==> config.mk <==
export PLATFORM = sky130hd
export DESIGN_NAME = load_store_unit
export DESIGN_NICKNAME = d
export VERILOG_FILES = /design/src/rtl/riscv_pkg.sv /design/src/rtl/lsu_align.sv /design/src/rtl/load_store_unit.sv
export SDC_FILE = /design/constraint.sdc
export NUM_CORES = 1
export LEC_CHECK = 0
export CAP_MARGIN = 20
export CORE_ASPECT_RATIO = 0.9
export CORE_UTILIZATION = 48
export CTS_CLUSTER_DIAMETER = 50
export DETAILED_ROUTE_END_ITERATION = 16
export PLACE_DENSITY_LB_ADDON = 0.1
export SLEW_MARGIN = 40
export SYNTH_ARGS = -nofsm -noshare
export SYNTH_HDL_FRONTEND = slang
export SYNTH_SLANG_ARGS = --single-unit
==> constraint.sdc <==
create_clock -name clk -period 3.7 [get_ports clk]
set_input_delay 0.74 -clock clk [delete_from_list [all_inputs] [get_ports clk]]
set_output_delay 0.74 -clock clk [all_outputs]
set_load 0.03 [all_outputs]
==> src/rtl/riscv_pkg.sv <==
// Shared RISC-V load/store definitions: funct3 access codes, LSU state encoding
// and the access legality check used when a request is accepted.
package riscv_pkg;

  localparam logic [2:0] F3_B  = 3'b000;
  localparam logic [2:0] F3_H  = 3'b001;
  localparam logic [2:0] F3_W  = 3'b010;
  localparam logic [2:0] F3_BU = 3'b100;
  localparam logic [2:0] F3_HU = 3'b101;

  typedef enum logic [1:0] {
    LSU_IDLE  = 2'd0,
    LSU_READ  = 2'd1,
    LSU_WRITE = 2'd2,
    LSU_RESP  = 2'd3
  } lsu_state_t;

  // Illegal funct3 for the direction, or an access not aligned to its size.
  function automatic logic lsu_access_err(input logic       we,
                                          input logic [2:0] f3,
                                          input logic [1:0] a);
    logic legal;
    logic misal;
    if (we) legal = (f3 == F3_B) || (f3 == F3_H) || (f3 == F3_W);
    else    legal = (f3 == F3_B) || (f3 == F3_H) || (f3 == F3_W) ||
                    (f3 == F3_BU) || (f3 == F3_HU);
    misal = (((f3 == F3_H) || (f3 == F3_HU)) && a[0]) ||
            ((f3 == F3_W) && (a != 2'b00));
    return ~legal | misal;
  endfunction

endpackage

==> src/rtl/lsu_align.sv <==
// Lane logic for the LSU: extracts and extends load data from a memory word,
// and merges sub-word store data into a previously read word.
module lsu_align
  import riscv_pkg::*;
#(
  parameter int XLEN = 32
) (
  input  logic [2:0]      i_funct3,
  input  logic [1:0]      i_addr,
  input  logic [XLEN-1:0] i_word,
  input  logic [XLEN-1:0] i_wdata,
  output logic [XLEN-1:0] o_load,
  output logic [XLEN-1:0] o_store
);

  logic [7:0]  w_byte;
  logic [15:0] w_half;

  assign w_byte = i_word[{i_addr, 3'b000} +: 8];
  assign w_half = i_word[{i_addr[1], 4'b0000} +: 16];

  always_comb begin
    o_load = i_word;
    case (i_funct3)
      F3_B:    o_load = {{(XLEN-8){w_byte[7]}}, w_byte};
      F3_H:    o_load = {{(XLEN-16){w_half[15]}}, w_half};
      F3_BU:   o_load = {{(XLEN-8){1'b0}}, w_byte};
      F3_HU:   o_load = {{(XLEN-16){1'b0}}, w_half};
      default: o_load = i_word;
    endcase
  end

  always_comb begin
    o_store = i_wdata;
    case (i_funct3)
      F3_B: begin
        o_store = i_word;
        o_store[{i_addr, 3'b000} +: 8] = i_wdata[7:0];
      end
      F3_H: begin
        o_store = i_word;
        o_store[{i_addr[1], 4'b0000} +: 16] = i_wdata[15:0];
      end
      default: o_store = i_wdata;
    endcase
  end

endmodule

==> src/rtl/load_store_unit.sv <==
// Memory-access stage: turns byte-addressed RISC-V loads/stores into word
// accesses on a whole-word-write data memory, with RMW for SB/SH.
//
// state | meaning
// IDLE  | ready; accept, latch and legality-check a request
// READ  | capture mem_rd (load result or RMW base word)
// WRITE | one-cycle mem_we with the final word
// RESP  | one-cycle resp_valid
module load_store_unit
  import riscv_pkg::*;
#(
  parameter int XLEN = 32
) (
  input  logic            clk,
  input  logic            rst,
  input  logic            req_valid,
  output logic            req_ready,
  input  logic            req_we,
  input  logic [2:0]      req_funct3,
  input  logic [XLEN-1:0] req_addr,
  input  logic [XLEN-1:0] req_wdata,
  output logic            resp_valid,
  output logic [XLEN-1:0] resp_rdata,
  output logic            resp_err,
  output logic            mem_we,
  output logic [XLEN-1:0] mem_addr,
  output logic [XLEN-1:0] mem_wd,
  input  logic [XLEN-1:0] mem_rd
);

  lsu_state_t r_state;
  lsu_state_t w_next;

  logic            r_we;
  logic [2:0]      r_funct3;
  logic [XLEN-1:0] r_addr;
  logic [XLEN-1:0] r_wdata;
  logic [XLEN-1:0] r_word;
  logic [XLEN-1:0] r_rdata;
  logic            r_err;

  logic            w_accept;
  logic            w_err;
  logic [XLEN-1:0] w_align_word;
  logic [XLEN-1:0] w_load;
  logic [XLEN-1:0] w_store;

  assign w_accept = req_valid && (r_state == LSU_IDLE);
  assign w_err    = lsu_access_err(req_we, req_funct3, req_addr[1:0]);

  // Loads extract straight from memory in READ; stores merge into the captured word.
  assign w_align_word = (r_state == LSU_READ) ? mem_rd : r_word;

  lsu_align #(.XLEN(XLEN)) u_align (
    .i_funct3 (r_funct3),
    .i_addr   (r_addr[1:0]),
    .i_word   (w_align_word),
    .i_wdata  (r_wdata),
    .o_load   (w_load),
    .o_store  (w_store)
  );

  always_ff @(posedge clk) begin
    if (rst) r_state <= LSU_IDLE;
    else     r_state <= w_next;
  end

  always_comb begin
    w_next = r_state;
    case (r_state)
      LSU_IDLE: begin
        if (w_accept) begin
          if (w_err)                                  w_next = LSU_RESP;
          else if (req_we && (req_funct3 == F3_W))    w_next = LSU_WRITE;
          else                                        w_next = LSU_READ;
        end
      end
      LSU_READ:  w_next = r_we ? LSU_WRITE : LSU_RESP;
      LSU_WRITE: w_next = LSU_RESP;
      LSU_RESP:  w_next = LSU_IDLE;
      default:   w_next = LSU_IDLE;
    endcase
  end

  always_comb begin
    req_ready  = (r_state == LSU_IDLE);
    resp_valid = (r_state == LSU_RESP) && !rst;
    mem_we     = (r_state == LSU_WRITE) && !rst;
    mem_wd     = (r_state == LSU_WRITE) ? w_store : '0;
  end

  always_ff @(posedge clk) begin
    if (rst) begin
      r_we     <= 1'b0;
      r_funct3 <= 3'b000;
      r_addr   <= '0;
      r_wdata  <= '0;
      r_word   <= '0;
      r_rdata  <= '0;
      r_err    <= 1'b0;
    end else begin
      case (r_state)
        LSU_IDLE: begin
          if (w_accept) begin
            r_we     <= req_we;
            r_funct3 <= req_funct3;
            r_addr   <= req_addr;
            r_wdata  <= req_wdata;
            if (w_err) begin
              r_rdata <= '0;
              r_err   <= 1'b1;
            end
          end
        end
        LSU_READ: begin
          r_word <= mem_rd;
          if (!r_we) begin
            r_rdata <= w_load;
            r_err   <= 1'b0;
          end
        end
        LSU_WRITE: begin
          r_rdata <= '0;
          r_err   <= 1'b0;
        end
        default: ;
      endcase
    end
  end

  assign mem_addr   = {2'b00, r_addr[XLEN-1:2]};
  assign resp_rdata = r_rdata;
  assign resp_err   = r_err;

endmodule
Word level (Yosys, flattened, before mapping)
Index checks and enable logic that the tools add are counted.

Memories kept: 0. Memory bits (read-only): 0. Memory bits (writable): 0. Word-level logic and storage cells: 71. Latch bits: 0. Output and inout port bits: 100. Register bits after elaboration: 135.

Div/mod/pow operators: 0. Reduce and logical (&&, ||, !) cells: 20. Equality and inequality tests: 13. Muxes and demuxes: 20. Bitwise gates (word level): 2. Magnitude comparators: 0. $mul: 0. Shifts and indexed selects: 6. Add/subtract/negate cells: 2.

Operators by type and width (number): 32-bit 2-to-1 mux (5); 32-bit one-hot mux with 4 select lines (1); 32-bit one-hot mux with 3 select lines (1); 32-bit bitwise mux (2); 32-bit one-hot mux with 2 select lines (1); 16-bit by 7-bit variable shift with 32-bit output (first input constant) (1); 8-bit by 7-bit variable shift with 32-bit output (first input constant) (1); 16-bit by 7-bit indexed part select with 32-bit output (1); 32-bit by 6-bit indexed part select with 16-bit output (1); 32-bit by 6-bit indexed part select with 8-bit output (1); 8-bit by 7-bit indexed part select with 32-bit output (1); 5-bit negation with 7-bit output (2); 3-bit equality test (second input constant) (4); 2-bit one-hot mux with 4 select lines (1); 3-bit by 1-bit equality test with 1-bit output (second input constant) (2); 1-bit logical AND (6); 3-bit zero test (2); 1-bit logical OR (6); 2-bit 2-to-1 mux (3); 1-bit 2-to-1 mux (5); 2-bit equality test (second input constant) (2); 2-bit by 1-bit != test with 1-bit output (second input constant) (2); 4-bit AND reduction (1); 3-bit by 2-bit equality test with 1-bit output (second input constant) (1); 10 further kinds (10).

Longest topological paths before layout
Word-level depth: 11. Gate-level depth with buffers: 11.

By module
A second synthesis with hierarchy kept.

Cell total of the unflattened synthesis: 928. Area, all modules: 7591.0 µm².

By module, submodules not included: load_store_unit (seq. area each 2702.6 µm², cells each 638, area each 5649.2 µm², instances 1); lsu_align (seq. area each 0.0 µm², cells each 290, area each 1941.9 µm², instances 1).

Worst setup path after synthesis
No wires, ideal clock.

Path type: register to output. Start point: register r_addr[1]. End point: output port mem_wd[24]. Stages on the path, launching flop included: 12. Slack: 161 ps. Arrival time: 2799 ps. Cell sequence: dfxtp_1 buf_2 inv_1 buf_2 buf_2 buf_2 ha_1 nor4bb_1 clkbuf_1 o2bb2ai_1 nand2_1 a31oi_1.

Cells in the longest elaborated chain, start to end: 5. Elaborated cells between the ends (all ways): 10. Those cells by class: add/sub: 2; shift: 4; mux: 4.

RTL lines: from (decl) (RTL line load_store_unit.sv:36) `logic [XLEN-1:0] r_addr;`; from (signal assigned) (RTL line load_store_unit.sv:107) `r_addr <= req_addr;`; 5-bit negation with 7-bit output (on tied branches) (RTL line lsu_align.sv:42, lsu_align.sv:38); 16-bit by 7-bit indexed part select with 32-bit output, or another cell as far along (RTL line lsu_align.sv:42) `o_store[{i_addr[1], 4'b0000} +: 16] = i_wdata[15:0];`; 32-bit bitwise mux (on tied branches) (RTL line lsu_align.sv:42, lsu_align.sv:38); 32-bit one-hot mux with 2 select lines * (RTL line lsu_align.sv:35) `case (i_funct3)`; 32-bit 2-to-1 mux * (RTL line load_store_unit.sv:89) `mem_wd = (r_state == LSU_WRITE) ? w_store : '0;`; to (decl) (RTL line load_store_unit.sv:27) `output logic [XLEN-1:0] mem_wd,`.

Mark *: on every way between the ends. The rest lies on a longest branch, timed or not.

Worst setup path in the final report
Start point: register r_state[0]. End point: output port mem_wd[22].

Cells in the longest elaborated chain, start to end: 5. Elaborated cells between the ends (all ways): 7. Those cells by class: eq/ne: 2; mux: 5.

RTL lines: from (decl) (RTL line load_store_unit.sv:31) `lsu_state_t r_state;`; from (signal assigned) (RTL line load_store_unit.sv:65) `else r_state <= w_next;`; 2-bit by 1-bit equality test with 1-bit output (RTL line load_store_unit.sv:52) `assign w_align_word = (r_state == LSU_READ) ? mem_rd : r_word;`; 32-bit 2-to-1 mux; 32-bit bitwise mux (on tied branches) (RTL line lsu_align.sv:42, lsu_align.sv:38); 32-bit one-hot mux with 2 select lines (RTL line lsu_align.sv:35); 32-bit 2-to-1 mux * (RTL line load_store_unit.sv:89).

Marked as above.

==> results.txt <==
----------------------------------------------------
[Route]
  Top routing layer in use ... met4
  Via count ... 6303
  Routed metal-1 wirelength ... 9130 µm
  Average wire per standard cell ... ~18 µm
  Detailed Route WL ... 20200 µm
  Number of remaining DRC errors ... 0
  DR iter-0 viols ... 567
  Detail Route Antenna Nets ... 0
  First-pass iteration count of the detailed router ... 7
  Length of routed met3 wiring ... roughly 1700 µm
  Detailed-route vias per instance ... 5.61
  Detailed route wirelength on metal2 ... 9140 µm

[Clock network]
  H-tree level count ... 4
  TritonCTS clock tree ... built
  Clock tree buffer depth ... 2
  Post-CTS Hold Fix Bufs ... 0
  Root Buffer Master ... sky130_fd_sc_hd__clkbuf_16
  TritonCTS sink count ... between 100 and 150
  Total clock buffers created by CTS ... 17
  Worst skew pair latency ... 0.41 ns
  Clock Pin Slew Worst Setup and Hold Paths ... 0.06 ns

[Cells and area]
  Most frequent standard cell in the layout excluding fill and tap cells ... sky130_fd_sc_hd__clkdlybuf4s50_1
  Synth-to-Final Area Change ... 38.2%
  End-of-flow core utilization ... 0.688
  Fraction of final layout cells sized beyond drive strength 1 ... 0.127
  Total Nets Final ... 1055
  Antenna diode count ... 0
  Layout fillers ... 1083
  Non-filler cells in the finished layout ... 1123
  Commonest cells after routing, fill and taps aside ... sky130_fd_sc_hd__clkdlybuf4s50_1, sky130_fd_sc_hd__nand2_1, sky130_fd_sc_hd__dfxtp_1, sky130_fd_sc_hd__a21oi_1, sky130_fd_sc_hd__nor2_1

[Flow run]
  Count of max-cap constraint violations ... 0

[Setup path]
  Slowest cell on crit path ... sky130_fd_sc_hd__clkdlybuf4s50_1
  Ordered list of cells on the worst path ... ha_4 -> buf_12 -> mux2i_1 -> o21ai_0 -> a21oi_1 -> nor2_1 -> clkdlybuf4s50_1
  Buf+Inv Stages, Crit Path ... 2
  Data required time of the critical path ... 2.96 ns
  Stage delay of the slowest cell on the critical path ... 0.61 ns
  Element type at the critical path start ... register
  Maximum fanout along the worst path ... 21
  Type of destination of the critical path ... output port
  Data arrival time of the worst path ... 2.79 ns
  Top cell family by delay on the critical path ... buffers and inverters
  Setup Crit Path Kind ... reg -> out

[Place]
  Count of input and output buffers ... 200
  Routability congestion estimate from global placement ... approximately 0.93
  Post-detailed-placement half-perimeter wirelength ... 14900 µm
  Instance count after placement with tap cells included ... 1092
  Worst Setup Slack post-DPL ... roughly 0.34 ns

[Timing]
  Time the final worst path needs with I/O delays and setup ... 3.53 ns
  Setup repair after global routing missed its margin ... no
  Max-slew headroom at the worst pin ... 0.509
  Total Negative Setup Slacks ... 0 ns
  Share of the clock period used by the worst path ... 0.954
  Least-Margin Pin Slew ... 0.737 ns
  Count of final hold-check violations ... 0
  Slew Limit Fails ... 0
  Fmax ... about 280 MHz
  Post-Route Skew ... 0.00592 ns
  Total setup violations reported at the end of the flow ... 0
  Final worst setup slack ... 0.170 ns

[GRT]
  Congestion Overflow GR ... 0
  Maximum number of pins on one net before global-route repair ... 43
  First-pass GRT wire length ... 31500 µm
  Via count of the first global-routing pass ... 5977
  Total GRT Usage ... 0.284
  Initial antenna violation count ... 0

[Floorplanning]
  Die Ht ... 114 µm
  I/O pin total ... around 200
  Die width ... about 130 µm
  Initial standard-cell utilization of the core ... 0.498
  Core footprint ... 13500 µm²
  Area enclosed by the die boundary ... 14400 µm²
  Std cell rows ... 40

[Synth]
  Post-synthesis simple-gate area fraction ... 0.165
  Prevailing post-synth register cell ... sky130_fd_sc_hd__dfxtp_1
  Adder-Cell Fraction of Synth Area ... 0.0168
  Cell variety after synth ... 49
  Main combinational cell family by area after synthesis ... compound AO/OA/AOI/OAI gates
  Mux cell area share after synthesis ... 0.0956
  Synth Cell Area ... 6700 µm²
  Average cell area after synthesis ... 8.48 µm²
  Seq/Total Area, Yosys ... 0.403
  Post-synthesis xor/xnor area fraction ... 0
  Area fraction in compound gates after synthesis ... 0.236
  Number of flip-flops and latches in the synthesized netlist ... 135
  Yosys warns ... 0
  Proportion of register bits with asynchronous set or reset after synthesis ... 0
  Post-synth EDFFs ... 0
  Gate Count Post-Synth ... 790

[Power and ir drop]
  Design Power ... 6680 µW
  Leakage power ... approximately 0.0033 µW
  Largest voltage drop on the vdd net ... between 0.4 and 0.5 mV
  Power density over cell area ... between 700 and 800 nW/µm²

[Status]
  Status ... finished, final reports clean

[Worst hold path]
  Path class of the lowest-slack min-delay path ... reg -> reg

----------------------------------------------------
registers in the layout (all words and copies together), names as in the netlist:
register,cells
r_addr,32
r_funct3,3
r_state,2
r_wdata,32
r_we,1
r_word,32
resp_err,1
resp_rdata,32
worst min-delay path, stage by stage, from the launching register on:
cell	delay, ns
sky130_fd_sc_hd__dfxtp_1	0.30
sky130_fd_sc_hd__nand2_1	0.05
sky130_fd_sc_hd__a21oi_1	0.05
cell usage after synthesis, types with 10 or more instances:
| master | instances | area [µm²] |
|---|---|---|
| sky130_fd_sc_hd__nand2b_1 | 17 | 106 |
| sky130_fd_sc_hd__a22oi_2 | 10 | 125 |
| sky130_fd_sc_hd__nand2_1 | 174 | 653 |
| sky130_fd_sc_hd__dfxtp_1 | 135 | 2700 |
| sky130_fd_sc_hd__nor2b_1 | 18 | 113 |
| sky130_fd_sc_hd__a21oi_1 | 81 | 405 |
| sky130_fd_sc_hd__buf_2 | 14 | 70.1 |
| sky130_fd_sc_hd__nor2_1 | 45 | 169 |
| sky130_fd_sc_hd__o21ai_0 | 35 | 175 |
| sky130_fd_sc_hd__mux2_2 | 10 | 113 |
| sky130_fd_sc_hd__buf_4 | 35 | 263 |
| sky130_fd_sc_hd__mux2i_1 | 31 | 310 |
| sky130_fd_sc_hd__clkbuf_1 | 42 | 158 |
| sky130_fd_sc_hd__o2bb2ai_1 | 24 | 210 |
repair_timing:
action | in CTS | in global routing
buffers inserted | 0 | 0
hold endpoints to repair | 0 | 0
endpoints found under the setup margin | 0 | 10
gates resized for setup | 0 | 3
final cells by class:
class                   count  area, µm²  share of cell area
flip-flops and latches    135       2700               0.292
well taps                 168        210              0.0227
clock buffers              23        478              0.0516
multi-input cells         552       3480               0.376
clock inverters             8       72.6             0.00784
inverters                   7       26.3             0.00284
repair buffers            230       2290               0.247
final timing paths:
| path | from | to | slack, ns | cells after the start |
|---|---|---|---|---|
| setup / recovery | r_state[0]$_SDFFE_PP0N_ | mem_wd[22] | 0.17 | 7 |
| hold / removal | r_wdata[22]$_SDFFE_PP0P_ | r_wdata[22]$_SDFFE_PP0P_ | 0.45 | 2 |
| setup reg to reg | r_state[0]$_SDFFE_PP0N_ | resp_rdata[14]$_SDFFE_PP0P_ | 1.25 | 6 |
| hold reg to reg | r_wdata[22]$_SDFFE_PP0P_ | r_wdata[22]$_SDFFE_PP0P_ | 0.45 | 2 |
per-layer routing:
metal	vias to the layer above	GRT usage
met5	-	0
met4	0	0.0747
met3	23	0.0682
met2	243	0.451
met1	2987	0.387
li1	3050	-
metrics by stage:
step	hold WS, ns	instance area, µm²
floorplan	0.433	6700
global placement	0.439	8690
detailed placement	0.445	8690
CTS	0.453	9240
global route	0.471	9260
finish	0.451	9260
power by group:
| part | total, µW | switching [µW] | leakage, µW | internal [µW] |
|---|---|---|---|---|
| clock network | 1580 | 607 | 0.000277 | 970 |
| logic | 3200 | 1880 | 0.00195 | 1320 |
| registers | 1900 | 177 | 0.00110 | 1720 |
cells by family (layout without fill, tap and decap cells):
logic type / after synthesis / count (layout)
simple gates: 263 / 263
compound gates: 227 / 227
flops: 135 / 135
buf+inv: 104 / 268
mux: 51 / 51
fa+ha+maj: 9 / 9
other cells: 1 / 2
(Power assumes the default switching activity.)
